==> src/rtl/core_lsu_refill.sv <==
// Data-cache line refill: victim pick, dirty write-back, burst line read, RAM/tag update, critical word return.
// Latency: clean miss with a zero-wait bus gives done 7 cycles after req; a dirty victim adds LINE_WORDS+1 load cycles plus write-back.
// Backpressure: address and write-data channels hold until ready; read data and write response are always accepted.
module core_lsu_refill #(
  parameter  int WAY_CNT    = 2,
  parameter  int LINE_WORDS = 4,
  parameter  int IDX_LEN    = 12,
  localparam int WAY_W      = (WAY_CNT > 1) ? $clog2(WAY_CNT) : 1,
  localparam int WORD_W     = (LINE_WORDS > 1) ? $clog2(LINE_WORDS) : 1,
  localparam int OFF_W      = WORD_W + 2,
  localparam int SET_W      = IDX_LEN - OFF_W,
  localparam int PTAG_W     = 32 - IDX_LEN,
  localparam int TAG_W      = PTAG_W + 2
) (
  input  logic                     clk,
  input  logic                     rst,
  input  logic                     refill_req_i,
  input  logic [31:0]              refill_addr_i,
  input  logic [WAY_CNT*TAG_W-1:0] tag_rdata_i,
  output logic                     dram_take_over_o,
  output logic [IDX_LEN-3:0]       data_raddr_o,
  input  logic [WAY_CNT*32-1:0]    data_rdata_i,
  output logic [WAY_CNT*4-1:0]     data_we_o,
  output logic [IDX_LEN-3:0]       data_waddr_o,
  output logic [31:0]              data_wdata_o,
  output logic [WAY_CNT-1:0]       tag_we_o,
  output logic [SET_W-1:0]         tag_waddr_o,
  output logic [TAG_W-1:0]         tag_wdata_o,
  output logic                     rd_req_o,
  output logic [31:0]              rd_addr_o,
  output logic [7:0]               rd_len_o,
  input  logic                     rd_ready_i,
  input  logic                     rvalid_i,
  input  logic [31:0]              rdata_i,
  input  logic                     rlast_i,
  output logic                     wr_req_o,
  output logic [31:0]              wr_addr_o,
  output logic [7:0]               wr_len_o,
  input  logic                     wr_ready_i,
  output logic                     wvalid_o,
  output logic [31:0]              wdata_o,
  output logic                     wlast_o,
  input  logic                     wready_i,
  input  logic                     bvalid_i,
  output logic                     read_ready_o,
  output logic [31:0]              rdata_o,
  output logic                     done_o
);

  typedef enum logic [3:0] {
    S_IDLE, S_WB_LOAD, S_WB_ADDR, S_WB_DATA, S_WB_RESP,
    S_RD_ADDR, S_RD_DATA, S_TAG, S_DONE
  } state_e;

  state_e            state_q, state_d;
  logic [WORD_W:0]   cnt_q, cnt_d;          // load step / write beat / read beat
  logic [WAY_W-1:0]  victim_q, victim_d;
  logic [WAY_W-1:0]  rr_q, rr_d;
  logic [31:2]       addr_q, addr_d;
  logic [PTAG_W-1:0] wb_ptag_q, wb_ptag_d;
  logic [31:0]       rdata_q, rdata_d;
  logic              read_ready_q, read_ready_d;
  logic [31:0]       wb_buf_q [LINE_WORDS];

  logic              free_found;
  logic [WAY_W-1:0]  free_way, pick_way;
  logic [TAG_W-1:0]  pick_tag;
  logic [SET_W-1:0]  set_idx;
  logic [WORD_W-1:0] crit_word, cnt_word, load_slot;
  logic [31:0]       victim_rdata;
  logic              unused_addr_bits;

  assign set_idx          = addr_q[IDX_LEN-1:OFF_W];
  assign crit_word        = addr_q[OFF_W-1:2];
  assign cnt_word         = cnt_q[WORD_W-1:0];
  // RAM data lags the address by one cycle, so step k captures word k-1.
  assign load_slot        = cnt_word - WORD_W'(1);
  assign victim_rdata     = data_rdata_i[32*int'(victim_q) +: 32];
  assign read_ready_o     = read_ready_q;
  assign rdata_o          = rdata_q;
  assign unused_addr_bits = ^refill_addr_i[1:0];

  // Victim choice: lowest invalid way, otherwise the round-robin way.
  always_comb begin
    free_found = 1'b0;
    free_way   = '0;
    for (int w = 0; w < WAY_CNT; w++) begin
      if (!free_found && !tag_rdata_i[w*TAG_W + TAG_W-1]) begin
        free_found = 1'b1;
        free_way   = WAY_W'(w);
      end
    end
    pick_way = free_found ? free_way : rr_q;
    pick_tag = tag_rdata_i[int'(pick_way)*TAG_W +: TAG_W];
  end

  // State register and per-refill context, synchronous reset.
  always_ff @(posedge clk) begin
    if (rst) begin
      state_q      <= S_IDLE;
      cnt_q        <= '0;
      victim_q     <= '0;
      rr_q         <= '0;
      addr_q       <= '0;
      wb_ptag_q    <= '0;
      rdata_q      <= '0;
      read_ready_q <= 1'b0;
    end else begin
      state_q      <= state_d;
      cnt_q        <= cnt_d;
      victim_q     <= victim_d;
      rr_q         <= rr_d;
      addr_q       <= addr_d;
      wb_ptag_q    <= wb_ptag_d;
      rdata_q      <= rdata_d;
      read_ready_q <= read_ready_d;
    end
  end

  // Victim line buffer filled during the write-back load; contents need no reset.
  always_ff @(posedge clk) begin
    if (state_q == S_WB_LOAD && cnt_q != '0) begin
      wb_buf_q[load_slot] <= victim_rdata;
    end
  end

  // Next-state and output decode; every output idles at zero.
  always_comb begin
    state_d          = state_q;
    cnt_d            = cnt_q;
    victim_d         = victim_q;
    rr_d             = rr_q;
    addr_d           = addr_q;
    wb_ptag_d        = wb_ptag_q;
    rdata_d          = rdata_q;
    read_ready_d     = 1'b0;
    dram_take_over_o = 1'b0;
    data_raddr_o     = '0;
    data_we_o        = '0;
    data_waddr_o     = '0;
    data_wdata_o     = '0;
    tag_we_o         = '0;
    tag_waddr_o      = '0;
    tag_wdata_o      = '0;
    rd_req_o         = 1'b0;
    rd_addr_o        = '0;
    rd_len_o         = '0;
    wr_req_o         = 1'b0;
    wr_addr_o        = '0;
    wr_len_o         = '0;
    wvalid_o         = 1'b0;
    wdata_o          = '0;
    wlast_o          = 1'b0;
    done_o           = 1'b0;

    case (state_q)
      S_IDLE: begin
        if (refill_req_i) begin
          addr_d    = refill_addr_i[31:2];
          victim_d  = pick_way;
          wb_ptag_d = pick_tag[PTAG_W-1:0];
          cnt_d     = '0;
          state_d   = (pick_tag[TAG_W-1] && pick_tag[TAG_W-2]) ? S_WB_LOAD : S_RD_ADDR;
        end
      end
      S_WB_LOAD: begin
        dram_take_over_o = 1'b1;
        data_raddr_o     = {set_idx, cnt_word};
        if (cnt_q == (WORD_W+1)'(LINE_WORDS)) begin
          cnt_d   = '0;
          state_d = S_WB_ADDR;
        end else begin
          cnt_d = cnt_q + (WORD_W+1)'(1);
        end
      end
      S_WB_ADDR: begin
        wr_req_o  = 1'b1;
        wr_addr_o = {wb_ptag_q, set_idx, {OFF_W{1'b0}}};
        wr_len_o  = 8'(LINE_WORDS-1);
        if (wr_ready_i) begin
          cnt_d   = '0;
          state_d = S_WB_DATA;
        end
      end
      S_WB_DATA: begin
        wvalid_o = 1'b1;
        wdata_o  = wb_buf_q[cnt_word];
        wlast_o  = (cnt_word == WORD_W'(LINE_WORDS-1));
        if (wready_i) begin
          cnt_d = cnt_q + (WORD_W+1)'(1);
          if (wlast_o) state_d = S_WB_RESP;
        end
      end
      S_WB_RESP: begin
        if (bvalid_i) state_d = S_RD_ADDR;
      end
      S_RD_ADDR: begin
        rd_req_o  = 1'b1;
        rd_addr_o = {addr_q[31:OFF_W], {OFF_W{1'b0}}};
        rd_len_o  = 8'(LINE_WORDS-1);
        if (rd_ready_i) begin
          cnt_d   = '0;
          state_d = S_RD_DATA;
        end
      end
      S_RD_DATA: begin
        if (rvalid_i) begin
          data_we_o[4*int'(victim_q) +: 4] = 4'hf;
          data_waddr_o = {set_idx, cnt_word};
          data_wdata_o = rdata_i;
          if (cnt_word == crit_word) begin
            rdata_d      = rdata_i;
            read_ready_d = 1'b1;
          end
          cnt_d = cnt_q + (WORD_W+1)'(1);
          if (rlast_i) state_d = S_TAG;
        end
      end
      S_TAG: begin
        tag_we_o[victim_q] = 1'b1;
        tag_waddr_o        = set_idx;
        tag_wdata_o        = {1'b1, 1'b0, addr_q[31:IDX_LEN]};
        state_d            = S_DONE;
      end
      S_DONE: begin
        done_o  = 1'b1;
        rr_d    = rr_q + WAY_W'(1);
        state_d = S_IDLE;
      end
      default: state_d = S_IDLE;
    endcase
  end

endmodule

==> config.mk <==
export PLATFORM = sky130hd
export DESIGN_NAME = core_lsu_refill
export DESIGN_NICKNAME = d
export VERILOG_FILES = /design/src/rtl/core_lsu_refill.sv
export SDC_FILE = /design/constraint.sdc
export NUM_CORES = 1
export LEC_CHECK = 0
export CORE_AREA = 2 2 165 167
export DETAILED_ROUTE_END_ITERATION = 8
export DIE_AREA = 0 0 167 169
export PLACE_DENSITY_LB_ADDON = 0.1
export SETUP_SLACK_MARGIN = 0.1
export SLEW_MARGIN = 20
export SYNTH_ARGS = -nofsm -noshare
export SYNTH_HDL_FRONTEND = slang
export SYNTH_SLANG_ARGS = --single-unit
==> constraint.sdc <==
create_clock -name clk -period 3.6 [get_ports clk]
set_input_delay 0.36 -clock clk [delete_from_list [all_inputs] [get_ports clk]]
set_output_delay 0.36 -clock clk [all_outputs]
set_load 0.01 [all_outputs]
# Word level (Yosys, flattened, before mapping)

Memory sizes are Yosys's and may differ from the RTL's. A register that Yosys moved wholly into a read port is not among the register bits.
Index checks and enable logic that the tools add are counted.
Widths: inputs -> output; s select.

Flip-flop bits (word level): 92
Memory bits (writable): 128
Input bits: 181
Output and inout bits: 243
Memories kept: 1

$add $sub $neg: 4
$mul: 1
$lt $le $gt $ge: 2
Equality and inequality tests: 20
Shift operators: 4
Multiplexer cells: 50
Bitwise operators: 3
Reduce and logical (&&, ||, !) cells: 13

Memory list:

| name     | depth | width | read ports | clocked after Yosys merged registers in | wr ports | RTL line | text |
|---|---|---|---|---|---|---|---|
| wb_buf_q | 4     | 32    | 1          | 1                                       | 1        | 63       | `logic [31:0] wb_buf_q [LINE_WORDS];` |

Operator list:

| operator                | count |
|---|---|
| $mux 32                 | 5 |
| $shiftx 64x7->32        | 1 |
| $shiftx 44x7->22        | 1 |
| $mux 4                  | 9 |
| $neg 3->33              | 1 |
| $shift 4x33->8 const A  | 1 |
| $shiftx 4x33->8 const A | 1 |
| $pmux 4 s8              | 1 |
| $mux 10                 | 3 |
| $mux 8                  | 3 |
| $mux 22                 | 1 |
| $mux 3                  | 7 |
| $pmux 3 s6              | 1 |
| $eq 4x3->1 const B      | 4 |
| $ne 2x2->1 const B      | 8 |
| $mux 1                  | 14 |
| $mux 2                  | 5 |
| $reduce_and 9->1        | 1 |
| $and 8x8->8             | 1 |
| $eq 4x2->1 const B      | 2 |
| $reduce_and 6->1        | 1 |
| $reduce_bool 6->1       | 1 |
| $mul 1x4->5 const B     | 1 |
| $eq 4x1->1 const B      | 1 |
| 19 further kinds        | 23 |

# Logic depth before layout (Yosys ltp)

Gate-level depths: netlist (run 1).

Depth after elaboration: 10
Gate-level depth with buffers: 8

# Least setup slack after synthesis (run 1)

No wires, ideal clock.

Path type: register to register
From: register state_q[3]
To: memory wb_buf_q[0][0] (enable)
Setup time: 392 ps
Arrival: 1946 ps
Required time: 3208 ps
Path slack: 1262 ps
Cell stages (with the launch flop): 5
Path buffers: 1
Period minus slack after synthesis: 2338 ps
Path through: dfxtp_1 -> buf_4 -> nor4b_2 -> a21boi_0 -> and2_1

Cells in the longest elaborated chain, start to end: 4

RTL lines:

| what                         | RTL line | text |
|---|---|---|
| start, declared              | 55       | `state_e state_q, state_d;` |
| start signal, assigned       | 109      | `state_q <= state_d;` |
| $eq 4x1->1                   | 122      | `if (state_q == S_WB_LOAD && cnt_q != '0) begin` |
| $logic_and 1x1->1            | 122      |  |
| $mux 1                       | 122      |  |
| $mux 1 (not written as such) | 123      | `wb_buf_q[load_slot] <= victim_rdata;` |
| end, declared                | 63       |  |

No other way between the ends.

# Worst setup path after layout (run 1)

From: register state_q[0]
To: output tag_wdata_o[7]

Cells in the longest elaborated chain, start to end: 2

RTL lines:

| what          | RTL line | text |
|---|---|---|
| $eq 4x3->1    | 156      | `case (state_q)` |
| $mux 22       | 156      |  |
| end, declared | 28       | `output logic [TAG_W-1:0] tag_wdata_o,` |

No other way between the ends.

==> impl_metrics.toml, run 1 <==
[run_status]
status = "completed"

[synth]
async_flop_share_pct = 0
synth_edf_count = 128
ys_types = 42
synthFlopType = "edfxtp_1"
synth_area_sq_um = 10100
yosysWarnings = 0
netlist_instances = 826
synth_seq_cells = 222
yosysSeqAreaShare_pct = 56.9
syn-mean-instance-area_sq_um = 12.2

[timing]
drv_slew = 0
relSlewSlack_pct = 40.5
tightest_slew_ns = 0.893
setup_viol_count_final = 0
fin_tns_setup_ns = 0
skew_ns = 0.0121
min_period_ns = 3.11
final_hold_viol_count = 0
layout_setup_ws_ns = 0.491
timing.hold.ws_ns = 0.367
min_period_over_period_pct = 86.4
max_clock_freq_mhz = 322
rsz0062_at_grt = "false"

[min_path]
holdPathEnd = "rr_q"
hp-start = "rst"
hold_path.class = "primary input to flop"
hold_path_depth = 2

[power_and_ir_drop]
irDropWorstVdd_mv = 0.303
p_int_mw = 5.19
pwr-share-clk_pct = 34.3
sequentialPowerShare_pct = 43.0
switching_share_pct = 27.3
power_switching_mw = 1.95
pwr-share-comb_pct = 22.7
finalPower_mw = 7.15
power_density_nw_per_um2 = 474
p_leak_nw = 5.49

[floorplan]
core_sq_um = 26500
die_h_um = 169
row_count = 60
start_util_pct = 38.0
die_w_um = 167
boundaryPins = 424
die_area_sq_um = 28200

[critical_path]
cp-end-kind = "output port"
start_kind = "flop"
r2r_start = "state_q[0]"
rrSetupSlack_ns = 1.05
critPathKind = "flop to output port"
reg2reg_to = "wb_buf_q[0][23]"
crit_arrival_ns = 2.75
worstPathRequired_ns = 3.24
crit_fanout = 18
reg2regPathDepth = 5

[global_route]
grt_usage_pct = 20.6
grt_overflow_total = 0
grtUsageMet2_pct = 35.9
gr-max-usage-layer = "met2"
antenna_found_initial = 0
grt_util_met3_pct = 6.31
grt_use_met1_pct = 25.1
grt_pass1_vias = 7667
grt_max_degree = 50
grt_pass1_wl_um = 45300

[cts]
post_cts_resized = 0
cts_tree = "yes"
clk_latency_ns = 0.52
clkSinkCount = 222
cts.clk_slew.worst_paths_ns = 0.05
cts_setup_buffers = 0
h-tree-depth = 1
hold_buffers = 0
root_buffer = "clkbuf_16"
cts.path.max_buffers = 3
numCtsBuffers = 24

[routing]
via_count = 7627
drc = 0
vias_per_cell = 4.88
drt-wirelength-per-cell_um = 19.2
drt_iter0_markers = 397
drt_pre_antenna_iters = 4
wl_um = 30000
ant_nets = 0

[finish]
final_nets = 1389
stdcell_count = 1562
drive_above_1_share_pct = 11.6
nFillCells = 2281
layout-area-overhead-vs-synth_pct = 49.8
final_area_sq_um = 15100
post-route-util_pct = 56.9

[placed_design]
io_buffers = 400
dpl_cell_area_sq_um = 14300
dp_slack_ns = 0.873
place_inst = 1518
dp_hpwl_um = 20900
routabilityCongestion = 0.826

[job]
cap_violations = 0
worst max path at each step:
| stage | startpoint | to | slack (ns) | depth (start not counted) |
|---|---|---|---|---|
| after global routing | state_q[0] | tag_wdata_o[3] | 0.21 | 5 |
| final | state_q[0] | tag_wdata_o[7] | 0.49 | 5 |
| after CTS | state_q[0] | tag_wdata_o[3] | 0.42 | 5 |
| after detailed placement | rvalid_i | data_waddr_o[1] | 0.87 | 5 |
| after floorplan | state_q[3] | wb_buf_q[0][0] | 1.26 | 4 |
| after global placement | rvalid_i | data_wdata_o[13] | 0.88 | 5 |
sequential cells by signal, summed over array words and instances (netlist names), named ones only:
name / count
victim_q: 1
read_ready_o: 1
rr_q: 1
state_q: 4
wb_buf_q: 128
wb_ptag_q: 20
rdata_o: 32
cnt_q: 3
addr_q: 30
area by class of cell:
cell class              instances  area [sq um]  area share [%]
flip-flops and latches        222          5730            38.0
repair buffers                426          4210            27.9
multi-input cells             520          3880            25.8
clock buffers                  37           699            4.64
well taps                     341           427            2.83
clock inverters                 6          91.3           0.606
inverters                       9          33.8           0.224
diodes                          1          2.50          0.0166
critical path: stages (launching register included):
cell and delay, ns:
dfxtp_1 0.67, nand3_1 0.22, inv_1 0.31, buf_4 0.29, and2_1 0.15, clkdlybuf4s50_1 0.59
per-layer routing:
| metal | wire length (um) | vias up |
|---|---|---|
| met3 | 2470 | 37 |
| met1 | 12100 | 3681 |
| met5 | 0 | - |
| met2 | 14900 | 264 |
| li1 | - | 3645 |
| met4 | 558 | 0 |
power by group through the flow:
| stage | combinational [mW] | sequential (mW) | clock (mW) |
|---|---|---|---|
| floorplan | 1.07 | 3.03 | 0 |
| global placement | 1.63 | 3.12 | 0 |
| detailed placement | 1.64 | 3.13 | 0 |
| CTS | 1.65 | 3.08 | 2.51 |
| global route | 1.78 | 3.11 | 2.63 |
| finish | 1.63 | 3.07 | 2.45 |
cells by family (layout without fill, tap and decap cells):
group           after synthesis  in the layout  share of synthesized area, %
simple gates                300            300                          16.4
flops                       222            222                          56.9
buf+inv                     104            478                          5.51
compound gates              102            102                          7.04
mux                          87             87                          13.0
fa+ha+maj                     5              5                         0.622
xor+xnor                      5              5                         0.435
other cells                   1             22                        0.0373
cells in the mapped netlist (2+ instances only):
| cell | instances | share of area, % |
|---|---|---|
| ha_1 | 5 | 0.62 |
| buf_4 | 39 | 2.9 |
| or3b_1 | 2 | 0.17 |
| nand3_1 | 2 | 0.10 |
| a32oi_1 | 2 | 0.17 |
| nor2_1 | 30 | 1.1 |
| a211oi_1 | 20 | 1.5 |
| a21oi_1 | 37 | 1.8 |
| a31oi_1 | 3 | 0.19 |
| dfxtp_1 | 94 | 19 |
| nor2b_1 | 5 | 0.31 |
| xnor2_1 | 5 | 0.44 |
| mux2i_1 | 22 | 2.2 |
| edfxtp_1 | 128 | 38 |
| nor3_1 | 3 | 0.15 |
| buf_2 | 14 | 0.70 |
| a22o_1 | 32 | 2.8 |
| and2_1 | 142 | 8.8 |
| nand2_1 | 69 | 2.6 |
| o21ai_0 | 3 | 0.15 |
| mux2_2 | 33 | 3.7 |
| mux4_2 | 32 | 7.2 |
| clkbuf_1 | 41 | 1.5 |
| nor3b_1 | 4 | 0.30 |
| and3_1 | 34 | 2.1 |
| inv_1 | 9 | 0.34 |
layout by cell type (no fill, tap or decap), types with 3 or more instances in the layout:
master and n:
a211oi_1 20, a21oi_1 37, a22o_1 32, and2_1 141, and3_1 33, buf_4 25, clkbuf_1 8, clkbuf_16 24
clkbuf_8 5, clkdlybuf4s50_1 399, clkinv_2 3, conb_1 21, dfxtp_1 92, edfxtp_1 128, ha_1 5, inv_1 9
mux2_2 33, mux2i_1 22, mux4_2 32, nand2_1 69, nor2_1 30, nor2b_1 3, nor3b_1 4, o21ai_0 3
xnor2_1 5
No activity file was read; power rests on OpenSTA's default activity.
==> run 2, diff against run 1 <==
CORE_AREA = 2 2 166 168   (was 2 2 165 167)
CTS_CLUSTER_SIZE = 16   (was not set)
DIE_AREA = 0 0 168 170   (was 0 0 167 169)
SLEW_MARGIN = not set   (was 20)
clock period = 3.25 ns   (was 3.6 ns; I/O delays follow)
==> run 2 against run 1 <==
Register-to-register slack lost 0.07 ns. Die area grew 1.2%. Global-route usage shrank 0.85 points. Via count shrank 0.89%. Sequential share of layout area shrank 0.074 points. Cell area grew 0.22%. Total power grew 11%. Routed wire length shrank 2.3%.
==> impl_metrics.toml, run 2 (synthesis gave the netlist of run 1 again) <==
[run_status]
status = "completed"

[finish]
final_nets = 1390
stdcell_count = 1562
final_cell_mix = "clkdlybuf4s50_1, and2_1, edfxtp_1"
layout.cells.most_common = "clkdlybuf4s50_1"
largest_register_ffs = 128
drive_above_1_share_pct = 11.6
largest_register = "wb_buf_q"
layout-area-overhead-vs-synth_pct = 50.1
post-route-util_pct = 56.7

[power_and_ir_drop]
sequentialPowerShare_pct = 42.6
p_leak_nw = 5.49
finalPower_mw = 7.92
pwr-share-clk_pct = 34.1
switching_share_pct = 27.3
p_int_mw = 5.76
pwr-share-comb_pct = 23.3
power_density_nw_per_um2 = 525
power_switching_mw = 2.16
irDropWorstVdd_mv = 0.261

[routing]
via_count = 7559
drc = 0
drt_pre_antenna_iters = 4
drt-wirelength-per-cell_um = 18.8
drt_iter0_markers = 345
wl_um = 29300
vias_per_cell = 4.84
ant_nets = 0

[job]
cap_violations = 0

[global_route]
grt_max_degree = 62
grt_usage_pct = 19.7
grt_pass1_wl_um = 43800
grt_overflow_total = 0
grt_pass1_vias = 7776
antenna_found_initial = 1

[critical_path]
start_kind = "flop"
crit_arrival_ns = 2.64
crit_fanout = 46
worstPathRequired_ns = 2.92
critPathKind = "flop to output port"
cp-end-kind = "output port"

[placed_design]
io_buffers = 400
place_inst = 1519
dp_hpwl_um = 20900
routabilityCongestion = 0.770

[timing]
min_period_over_period_pct = 91.4
max_clock_freq_mhz = 337
drv_slew = 0
tightest_slew_ns = 0.683
skew_ns = 0.0133
final_hold_viol_count = 0
rsz0062_at_grt = "false"
fin_tns_setup_ns = 0
min_period_ns = 2.97
relSlewSlack_pct = 54.4
setup_viol_count_final = 0

[cts]
numCtsBuffers = 24
cts_setup_buffers = 0
cts.path.max_buffers = 3
cts_tree = "yes"
root_buffer = "clkbuf_16"
hold_buffers = 0
h-tree-depth = 1
clk_latency_ns = 0.51
clkSinkCount = 222
cts.clk_slew.worst_paths_ns = 0.06

[floorplan]
core_sq_um = 26700
die_area_sq_um = 28600
die_h_um = 170
row_count = 60
boundaryPins = 424
die_w_um = 168
start_util_pct = 37.7

[min_path]
hold_path.class = "primary input to flop"
run 2: changes by cell type in the layout (fill, tap and decap cells not counted), moves of 2 or more:
cell        delta
clkbuf_1       -6
clkbuf_8       -5
buf_12         +2
clkinvlp_4     +2
clkinv_1       +6
run 2: cell type report:
type / instances / area (sq um)
diodes: 1 / 2.50
clock buffers: 27 / 633
clock inverters: 15 / 151
fillers: 2310 / 11500
inverters: 9 / 33.8
multi-input cells: 520 / 3890
flip-flops and latches: 222 / 5730
well taps: 341 / 427
repair buffers: 427 / 4240
run 2: final timing paths:
check / start / to / cells past startpoint / slack, ns
max: state_q[3] / data_we_o[0] / 5 / 0.28
min: refill_addr_i[24] / addr_q[24] / 3 / 0.36
max reg2reg: state_q[0] / wb_buf_q[1][31] / 4 / 0.98
min reg2reg: addr_q[21] / addr_q[21] / 2 / 0.47
run 2: worst max-delay path: stages, from the launching register on:
cell and delay (ns):
dfxtp_1 0.44, nor2b_2 0.27, and3_1 0.24, buf_12 0.21, nor2b_1 0.34, clkdlybuf4s50_1 0.61
run 2: per-layer routing:
layer	routed length [um]	track usage [%]
met5	13	0
met4	712	5.48
met2	14300	34.4
met3	2190	5.49
met1	12000	24.1
run 2: what timing repair did:
item / in CTS / in global routing
gates resized for setup: 1 / 1
setup endpoints to repair: 24 / 4
hold endpoints to repair: 0 / 0
run 2: metrics by stage:
| step | setup WS (ns) | hold WS (ns) | cell area, sq um |
|---|---|---|---|
| after global routing | 0.120 | 0.352 | 15100 |
| after CTS | 0.243 | 0.344 | 15100 |
| after global placement | 0.596 | 0.447 | 14300 |
| after floorplan | 0.912 | 0.440 | 10100 |
| final | 0.281 | 0.360 | 15100 |
| after detailed placement | 0.607 | 0.456 | 14300 |
run 2: power groups by stage:
stage               clock network [mW]  logic (mW)  registers, mW
global placement                     0        1.85           3.43
floorplan                            0        1.18           3.35
CTS                               2.77        1.87           3.38
global route                      2.89        2.02           3.41
finish                            2.70        1.85           3.38
detailed placement                   0        1.87           3.43
==> run 3, diff against run 2 <==
--- a/config.mk
+++ b/config.mk
@@ -7,6 +7,7 @@
 export LEC_CHECK = 0
-export CORE_AREA = 2 2 166 168
+export CORE_MARGIN = 10
+export CORE_UTILIZATION = 43
 export CTS_CLUSTER_SIZE = 16
 export DETAILED_ROUTE_END_ITERATION = 8
-export DIE_AREA = 0 0 168 170
+export HOLD_SLACK_MARGIN = 0.05
 export PLACE_DENSITY_LB_ADDON = 0.1
==> constraint.sdc (replaced) <==
create_clock -name clk -period 3.25 [get_ports clk]
set_input_delay 0.975 -clock clk [delete_from_list [all_inputs] [get_ports clk]]
set_output_delay 0.975 -clock clk [all_outputs]
set_load 0.01 [all_outputs]
==> run 3 against run 2 <==
Cell count grew 0.13%. Clock skew grew 0.0031 ns. Sequential power is essentially flat. Hold slack gained 0.10 ns. First-iteration DRC count grew 17%. Die area grew 4.7%. Flip-flop and latch count is the same. Combinational power grew 14%.
==> impl_metrics.toml, run 3 (synthesis gave the netlist of run 1 again) <==
[routing]
ant_nets = 0
drc = 0
drt_iter0_markers = 405
wl_um = 34600
drt_pre_antenna_iters = 4
drt-wirelength-per-cell_um = 22.1
vias_per_cell = 4.98
via_count = 7794

[cts]
numCtsBuffers = 24
root_buffer = "clkbuf_16"
clk_latency_ns = 0.51
cts_tree = "yes"
cts.path.max_buffers = 3
clkSinkCount = 222
h-tree-depth = 1
cts.clk_slew.worst_paths_ns = 0.06
hold_buffers = 0

[floorplan]
die_area_sq_um = 29900
die_h_um = 173
row_count = 55
core_sq_um = 22800
boundaryPins = 424
die_w_um = 173
start_util_pct = 44.0

[min_path]
hold_path.class = "flop to flop"

[timing]
setup_viol_count_final = 0
tightest_slew_ns = 0.615
drv_slew = 0
relSlewSlack_pct = 59.0
final_hold_viol_count = 0
skew_ns = 0.0164
min_period_ns = 3.15
rsz0062_at_grt = "true"
max_clock_freq_mhz = 318
min_period_over_period_pct = 96.8

[power_and_ir_drop]
power_density_nw_per_um2 = 533
irDropWorstVdd_mv = 0.388
p_leak_nw = 6.50
finalPower_mw = 8.23

[global_route]
antenna_found_initial = 2
grt_max_degree = 36
grt_pass1_wl_um = 51900
grt_pass1_vias = 8327
grt_usage_pct = 22.1
grt_overflow_total = 0

[finish]
final_nets = 1419
layout.cells.most_common = "clkdlybuf4s50_1"
final_cell_mix = "clkdlybuf4s50_1, and2_1, edfxtp_1"
post-route-util_pct = 67.6
layout-area-overhead-vs-synth_pct = 53.6
largest_register_ffs = 128
final_area_sq_um = 15400
antenna_cells = 0
drive_above_1_share_pct = 18.6
largest_register = "wb_buf_q"

[critical_path]
cp_slowest_cell = "clkdlybuf4s50_1"
worst_path_largest_cell_delay_ns = 0.59
worstPathCellList = "buf_12, nor4b_4, buf_4, buf_6, clkdlybuf4s50_1"
start_kind = "flop"
cp-end-kind = "output port"
critPathKind = "flop to output port"
worstPathRequired_ns = 2.27
crit_fanout = 13
crit_arrival_ns = 2.17

[job]
cap_violations = 0

[placed_design]
dpl_cell_area_sq_um = 14400
dp_hpwl_um = 24700
routabilityCongestion = 0.839
io_buffers = 400

[run_status]
status = "completed"
run 3: timing repair:
| item | CTS | global route |
|---|---|---|
| cloned | 8 | 1 |
| resized for setup | 276 | 56 |
| endpoints found under the setup margin | 188 | 74 |
| pin swaps | 1 | 1 |
| buffers inserted | 11 | 2 |
run 3: final cells by class:
type	instances	area, sq um
Sequential cell	222	5740
Inverter	9	33.8
Tap cell	313	392
Clock buffer	27	643
Timing Repair Buffer	456	4540
Clock inverter	17	165
Fill cell	1825	7400
Multi-Input combinational cell	520	3940
run 3: report_power, final:
group          total [mW]  switching, mW  leakage [nW]  internal [mW]
clock network        2.76           1.10         0.400           1.66
registers            3.37          0.158          1.92           3.21
logic                2.10           1.02          4.18           1.08
run 3: layer usage:
layer	share of wire (%)	routed length, um	GRT usage (%)	up-vias
met5	0.078	27	0	-
met4	1.7	581	4.85	4
met3	8.6	2990	8.21	42
met2	52	17900	40.0	283
met1	38	13100	24.1	3745
li1	-	-	-	3720
run 3: worst max-delay path, delay by kind of cell (launching register included):
| family | cells | cell delay [ns] |
|---|---|---|
| flip-flops | 1 | 0.37 |
| buffers and inverters | 4 | 1.04 |
| AND/OR/NAND/NOR | 1 | 0.24 |
run 3: path summary, 6_finish.rpt:
kind,startpoint,end,slack [ns],cells past startpoint
worst max-delay path,state_q[2],dram_take_over_o,0.10,5
worst min register to register,addr_q[13],addr_q[13],0.46,2
worst max register to register,state_q[2],wb_buf_q[2][24],0.82,8
worst min-delay path,addr_q[13],addr_q[13],0.46,2
run 3: metrics by stage:
step                      setup WS (ns)  cells  hold slack (ns)  setup TNS (ns)
after global routing             0.0434   1564            0.483               0
after floorplan                   0.436    846            0.440               0
after global placement           -0.459   1498            0.448          -16.34
after detailed placement         -0.493   1498            0.453          -16.86
final                             0.104   1564            0.464               0
after CTS                        0.0589   1561            0.462               0
